`src/rtl/cpu_pkg.sv`:
```
// rtl/cpu_pkg.sv - shared branch op codes, pending-redirect classes and fetch vectors
package cpu_pkg;

  typedef enum logic [2:0] {
    BROP_NONE = 3'd0,
    BROP_BEQ  = 3'd1,
    BROP_BNE  = 3'd2,
    BROP_BGTZ = 3'd3,
    BROP_BLEZ = 3'd4,
    BROP_BGEZ = 3'd5,
    BROP_BLTZ = 3'd6,
    BROP_RSVD = 3'd7
  } brop_e;

  // Encoding order is the redirect priority order; merges compare numerically.
  typedef enum logic [1:0] {
    PEND_NONE = 2'd0,
    PEND_BR   = 2'd1,
    PEND_ERET = 2'd2,
    PEND_EXC  = 2'd3
  } pend_cls_e;

  localparam logic [31:0] RESET_VEC_DEF = 32'h0000_3000;
  localparam logic [31:0] EXC_VEC_DEF   = 32'h0000_4180;
  localparam logic [31:0] IM_LO_DEF     = 32'h0000_3000;
  localparam logic [31:0] IM_HI_DEF     = 32'h0000_6FFC;

  function automatic logic br_taken(input brop_e op, input logic eq, input logic gt,
                                    input logic lt);
    logic t;
    case (op)
      BROP_BEQ:  t = eq;
      BROP_BNE:  t = ~eq;
      BROP_BGTZ: t = gt;
      BROP_BLEZ: t = ~gt;
      BROP_BGEZ: t = ~lt;
      BROP_BLTZ: t = lt;
      default:   t = 1'b0;
    endcase
    return t;
  endfunction

  function automatic logic pend_accepts(input pend_cls_e incoming, input pend_cls_e held);
    return (incoming != PEND_NONE) && (incoming >= held);
  endfunction

endpackage

```
`src/rtl/br_resolve.sv`:
```
// rtl/br_resolve.sv - D-stage branch/jump decision and redirect target (combinational)
module br_resolve
  import cpu_pkg::*;
#(
  parameter int ADDR_W = 32
) (
  input  logic [ADDR_W-1:0] pc4_d_i,
  input  logic [25:0]       idx26_i,
  input  logic [ADDR_W-1:0] rs_val_i,
  input  logic              eq_i,
  input  logic              gt_i,
  input  logic              lt_i,
  input  logic [2:0]        brop_i,
  input  logic              is_j_i,
  input  logic              is_jr_i,
  output logic              redir_o,
  output logic [ADDR_W-1:0] tgt_o
);

  logic              take_br;
  logic [ADDR_W-1:0] br_off;
  logic [ADDR_W-1:0] br_tgt;
  logic [ADDR_W-1:0] j_tgt;

  assign take_br = br_taken(brop_e'(brop_i), eq_i, gt_i, lt_i);
  assign br_off  = {{(ADDR_W-18){idx26_i[15]}}, idx26_i[15:0], 2'b00};
  assign br_tgt  = pc4_d_i + br_off;
  assign j_tgt   = {pc4_d_i[ADDR_W-1:28], idx26_i, 2'b00};

  assign redir_o = take_br | is_j_i | is_jr_i;

  always_comb begin
    tgt_o = rs_val_i;
    if (take_br) begin
      tgt_o = br_tgt;
    end else if (is_j_i) begin
      tgt_o = j_tgt;
    end
  end

endmodule

```
`src/rtl/pc_gen.sv`:
```
// rtl/pc_gen.sv - fetch PC register with redirect priority and fetch-wait pending capture
module pc_gen
  import cpu_pkg::*;
#(
  parameter int              ADDR_W    = 32,
  parameter logic [ADDR_W-1:0] RESET_VEC = ADDR_W'(RESET_VEC_DEF),
  parameter logic [ADDR_W-1:0] EXC_VEC   = ADDR_W'(EXC_VEC_DEF),
  parameter logic [ADDR_W-1:0] IM_LO     = ADDR_W'(IM_LO_DEF),
  parameter logic [ADDR_W-1:0] IM_HI     = ADDR_W'(IM_HI_DEF)
) (
  input  logic              clk,
  input  logic              reset,
  input  logic              stall,
  input  logic              fetch_wait,
  input  logic [ADDR_W-1:0] pc4_d,
  input  logic [25:0]       idx26,
  input  logic [ADDR_W-1:0] rs_val,
  input  logic              eq,
  input  logic              gt,
  input  logic              lt,
  input  logic [2:0]        brop,
  input  logic              is_j,
  input  logic              is_jr,
  input  logic              exc_req,
  input  logic              eret_req,
  input  logic [ADDR_W-1:0] epc,
  output logic [ADDR_W-1:0] pc_f,
  output logic [ADDR_W-1:0] pc4_f,
  output logic              adel_f,
  output logic              pend
);

  logic [ADDR_W-1:0] pc_q, pc_d;
  logic [ADDR_W-1:0] pend_tgt_q, pend_tgt_d;
  pend_cls_e         pend_cls_q, pend_cls_d;

  logic              d_redir_raw;
  logic              d_redir;
  logic [ADDR_W-1:0] d_tgt;
  pend_cls_e         new_cls;
  logic [ADDR_W-1:0] new_tgt;

  br_resolve #(
    .ADDR_W(ADDR_W)
  ) u_br_resolve (
    .pc4_d_i (pc4_d),
    .idx26_i (idx26),
    .rs_val_i(rs_val),
    .eq_i    (eq),
    .gt_i    (gt),
    .lt_i    (lt),
    .brop_i  (brop),
    .is_j_i  (is_j),
    .is_jr_i (is_jr),
    .redir_o (d_redir_raw),
    .tgt_o   (d_tgt)
  );

  // A stalled D stage is not allowed to redirect; exc/eret bypass the stall.
  assign d_redir = d_redir_raw & ~stall;

  always_comb begin
    new_cls = PEND_NONE;
    new_tgt = '0;
    if (exc_req) begin
      new_cls = PEND_EXC;
      new_tgt = EXC_VEC;
    end else if (eret_req) begin
      new_cls = PEND_ERET;
      new_tgt = epc;
    end else if (d_redir) begin
      new_cls = PEND_BR;
      new_tgt = d_tgt;
    end
  end

  always_comb begin
    pc_d       = pc_q;
    pend_cls_d = pend_cls_q;
    pend_tgt_d = pend_tgt_q;
    if (fetch_wait) begin
      if (pend_accepts(new_cls, pend_cls_q)) begin
        pend_cls_d = new_cls;
        pend_tgt_d = new_tgt;
      end
    end else if (exc_req || eret_req) begin
      pc_d       = new_tgt;
      pend_cls_d = PEND_NONE;
      pend_tgt_d = '0;
    end else if (!stall) begin
      if (pend_cls_q != PEND_NONE) begin
        pc_d       = pend_tgt_q;
        pend_cls_d = PEND_NONE;
        pend_tgt_d = '0;
      end else if (d_redir) begin
        pc_d = d_tgt;
      end else begin
        pc_d = pc_q + ADDR_W'(4);
      end
    end
  end

  always_ff @(posedge clk or negedge reset) begin
    if (!reset) begin
      pc_q       <= RESET_VEC;
      pend_cls_q <= PEND_NONE;
      pend_tgt_q <= '0;
    end else begin
      pc_q       <= pc_d;
      pend_cls_q <= pend_cls_d;
      pend_tgt_q <= pend_tgt_d;
    end
  end

  assign pc_f   = pc_q;
  assign pc4_f  = pc_q + ADDR_W'(4);
  assign pend   = (pend_cls_q != PEND_NONE);
  assign adel_f = (pc_q[1:0] != 2'b00) || (pc_q < IM_LO) || (pc_q > IM_HI);

endmodule
```
`config.mk`:
```
export PLATFORM = sky130hd
export DESIGN_NAME = pc_gen
export DESIGN_NICKNAME = d
export VERILOG_FILES = /design/src/rtl/cpu_pkg.sv /design/src/rtl/br_resolve.sv /design/src/rtl/pc_gen.sv
export SDC_FILE = /design/constraint.sdc
export NUM_CORES = 1
export LEC_CHECK = 0
export CAP_MARGIN = 10
export CORE_MARGIN = 4
export CORE_UTILIZATION = 40
export CTS_CLUSTER_SIZE = 8
export DETAILED_ROUTE_END_ITERATION = 10
export DONT_BUFFER_PORTS = 1
export PLACE_DENSITY = 0.53
export SLEW_MARGIN = 40
export SYNTH_ARGS = -nofsm -noshare
export SYNTH_HDL_FRONTEND = slang
export SYNTH_SLANG_ARGS = --single-unit
```
`constraint.sdc`:
```
create_clock -name clk -period 7.3 [get_ports clk]
set_clock_uncertainty 0.15 [all_clocks]
set_input_delay 2.19 -clock clk [delete_from_list [all_inputs] [get_ports clk]]
set_output_delay 2.19 -clock clk [all_outputs]
set_load 0.005 [all_outputs]
```
==> flow_summary.ini <==
[worst_setup_path]
cp_slowest_cell = nand2_1
critPathTopFamily = simple AND/OR/NAND/NOR gates
startpoint_type = input port
setup.worst_path.end = pend_tgt_q[24]$_DFFE_PN0P_
cp.depth = 15
critPathBufInv = 1
r2r-start = pc_f[9]$_DFFE_PN0P_
path_max_fanout = 33
path_class = input port to flop
required_ps = 7390
critPathArrivalTime_ps = 5540
timing.rr.end = pc_f[26]$_DFFE_PN0P_
end_kind = flop
crit_start = brop[0]
slowest_delay_ps = 440
cp_cell_sequence = nand2b_1, o211a_1, or3_1, buf_4, a21o_1, nor2_1, nor2_1, ha_1, nand2b_1, a21oi_1, nor2b_1, o21ai_2, nor2_4, nand2_1, o31ai_1
rrSetupSlack_ps = 4090
worst-r2r-cell-count = 8

[detailed_routing]
vias = 6870
drtPass1Iterations = 5
vias_per_cell = 6.40
ant_nets = 0
routed_wl_um = 25500
wl_per_cell_um = 23.8
drtIter0Drc = 680
drc = 0

[cells_and_area]
layout_common_cells = nand2_1 (100), a21oi_1 (92), nor2_1 (74), dfrtp_1 (64), o21ai_0 (59)
drive_gt1_frac = 0.0761
final_core_util = 0.429
fillers = 1716
fin_cells = 1074
final_common_cell = nand2_1
syn_to_final_growth_pct = 4.92
num_antenna_cells = 0
final_nets = 1018

[clock_tree]
cts_tree = done
cts_setup_buffers = 0
htree_levels = 3
clk_pin_slew_ps = 50
clk_latency_ps = 340
ctsRootBufferMaster = clkbuf_16
ctsHoldBuffers = 0
cts_buffers = 9
cts_sinks = 66
ctsLongestPathBuffers = 2
cts_resized = 0

[logic_synthesis]
yosys_warnings = 0
synth_edf_count = 0
syn_area_sq_um = 6810
ys_seq_area_frac = 0.243
synthArstFlopShare = 1.00
ys_ff_latch = 66
syn_area_per_cell_sq_um = 7.69
synth_flop_cell = dfrtp_1
yosysUniqueCellTypes = 83
synth_fp_nets = 1055
syn_inst = 886

[floorplanning]
die_h_um = 138
core_area_sq_um = 16600
start_util = 0.409
ios = 202
row_count = 47
dieArea_sq_um = 19200
die_w_um = 138

[min_path]
hold_class = flop to flop

[sta]
period_needed_ps = 5450
rsz0062_at_grt = no
setup_viol = 0
setup_tns_ps = 0
slew_violations = 0
maxSlewHeadroom = 0.571
worst_pin_slew_ps = 641
period_share = 0.746
hold_viol = 0
fmax_mhz = 184

[power]
switching_share = 0.393
p_per_area_nw_per_um2 = 205
p_switching_uw = 575
clkPwrFrac = 0.301
power.internal_uw = 888
ir_drop_v = 0.000110
comb_power_share = 0.360
p_leak_nw = 2.94
seq_power_share = 0.339

[global_route]
grt_pass1_vias = 6686
globalRouteMet3Util = 0.0649
gr-usage-met2 = 0.411
grt_pass1_wl_um = 39300
grt-ovfl-total = 0
met1_usage = 0.348
antenna_found_initial = 0
grt_max_degree = 67
grt_usage = 0.255
grt_busiest_layer = met2

[placed_design]
gp_congestion = 0.909
dp.cells = 1058
port-buffer-count = 0
hpwl_um = 19400

[status]
status = complete, no violations

[run]
drv_cap = 0
[worst min-delay path by stage]
stage	startpoint	to	slack [ps]	cells after the start
6_report	pend_tgt_q[3]$_DFFE_PN0P_	pend_tgt_q[3]$_DFFE_PN0P_	330	2
5_1_grt	pend_tgt_q[7]$_DFFE_PN0P_	pend_tgt_q[7]$_DFFE_PN0P_	360	2
4_1_cts	pend_tgt_q[2]$_DFFE_PN0P_	pend_tgt_q[2]$_DFFE_PN0P_	330	2
3_5_place_dp	pend_tgt_q[2]$_DFFE_PN0P_	pend_tgt_q[2]$_DFFE_PN0P_	320	2
3_3_place_gp	pend_tgt_q[1]$_DFFE_PN0P_	pend_tgt_q[1]$_DFFE_PN0P_	320	2
2_1_floorplan	pend_tgt_q[10]$_DFFE_PN0P_	pend_tgt_q[10]$_DFFE_PN0P_	290	2
[synthesized netlist by cell type (all sizes together), types with 5 or more instances]
master	instances	area share
a32oi	15	0.019
nand3	30	0.022
nand2b	14	0.013
o211ai	16	0.018
or3	5	0.0053
nand2	101	0.057
xnor2	38	0.050
a22o	8	0.010
inv	15	0.0083
ha	32	0.059
a221o	5	0.0073
a21o	17	0.019
dfrtp	64	0.24
o21ai	93	0.071
clkbuf	33	0.024
a211oi	7	0.0085
nor3	21	0.015
buf	26	0.025
nand4	11	0.010
nor2	79	0.046
and3	18	0.017
nor4	9	0.010
o21a	6	0.0066
mux2i	31	0.046
a21oi	99	0.077
a31oi	15	0.015
o22ai	9	0.0083
xor2	11	0.015
nor2b	6	0.0055
[routing by layer]
| layer | part of all wire | vias up |
|---|---|---|
| li1 | - | 3211 |
| met1 | 0.44 | 3310 |
| met2 | 0.46 | 329 |
| met3 | 0.092 | 20 |
| met4 | 0.010 | 0 |
| met5 | 0 | - |
[power by group through the flow]
stage	Clock, mW	Combinational [mW]	Sequential, mW
after floorplan	0	0.410	0.474
after CTS	0.445	0.519	0.495
after global placement	0	0.513	0.501
final	0.440	0.526	0.497
after global routing	0.458	0.577	0.504
after detailed placement	0	0.517	0.501
[tightest hold or removal path: stages, from the launching register on]
cell and delay, ps:
dfrtp_1 340, nand2_1 50, o21ai_0 60
[state kept, by name (all words and copies together) (netlist names)]
register / flops
pend_cls_q: 2
pc_f: 32
pend_tgt_q: 32
[area by class of cell]
class | count | area, sq um | area share
Inverter | 15 | 56.3 | 0.00788
Sequential cell | 66 | 1650 | 0.231
Multi-Input combinational cell | 746 | 4770 | 0.668
Clock inverter | 1 | 5.00 | 0.000700
Tap cell | 220 | 275 | 0.0385
Timing Repair Buffer | 11 | 82.6 | 0.0116
Clock buffer | 15 | 298 | 0.0417
[cells by family after synthesis]
| logic type | after synthesis | synth area share |
|---|---|---|
| buf+inv | 74 | 0.0577 |
| flops | 66 | 0.243 |
| compound gates | 326 | 0.308 |
| mux | 35 | 0.0522 |
| xor+xnor | 49 | 0.0652 |
| fa+ha+maj | 33 | 0.0617 |
| simple gates | 303 | 0.213 |
[through the flow]
stage | power, mW | hold WS, ps | setup slack, ps | area, sq um
finish | 1.46 | 333 | 1850 | 7150
global route | 1.54 | 359 | 1550 | 7150
floorplan | 0.884 | 295 | 2180 | 6810
CTS | 1.46 | 331 | 1870 | 7150
detailed placement | 1.02 | 319 | 1530 | 6840
global placement | 1.01 | 316 | 1640 | 6840
(Power assumes the default switching activity.)
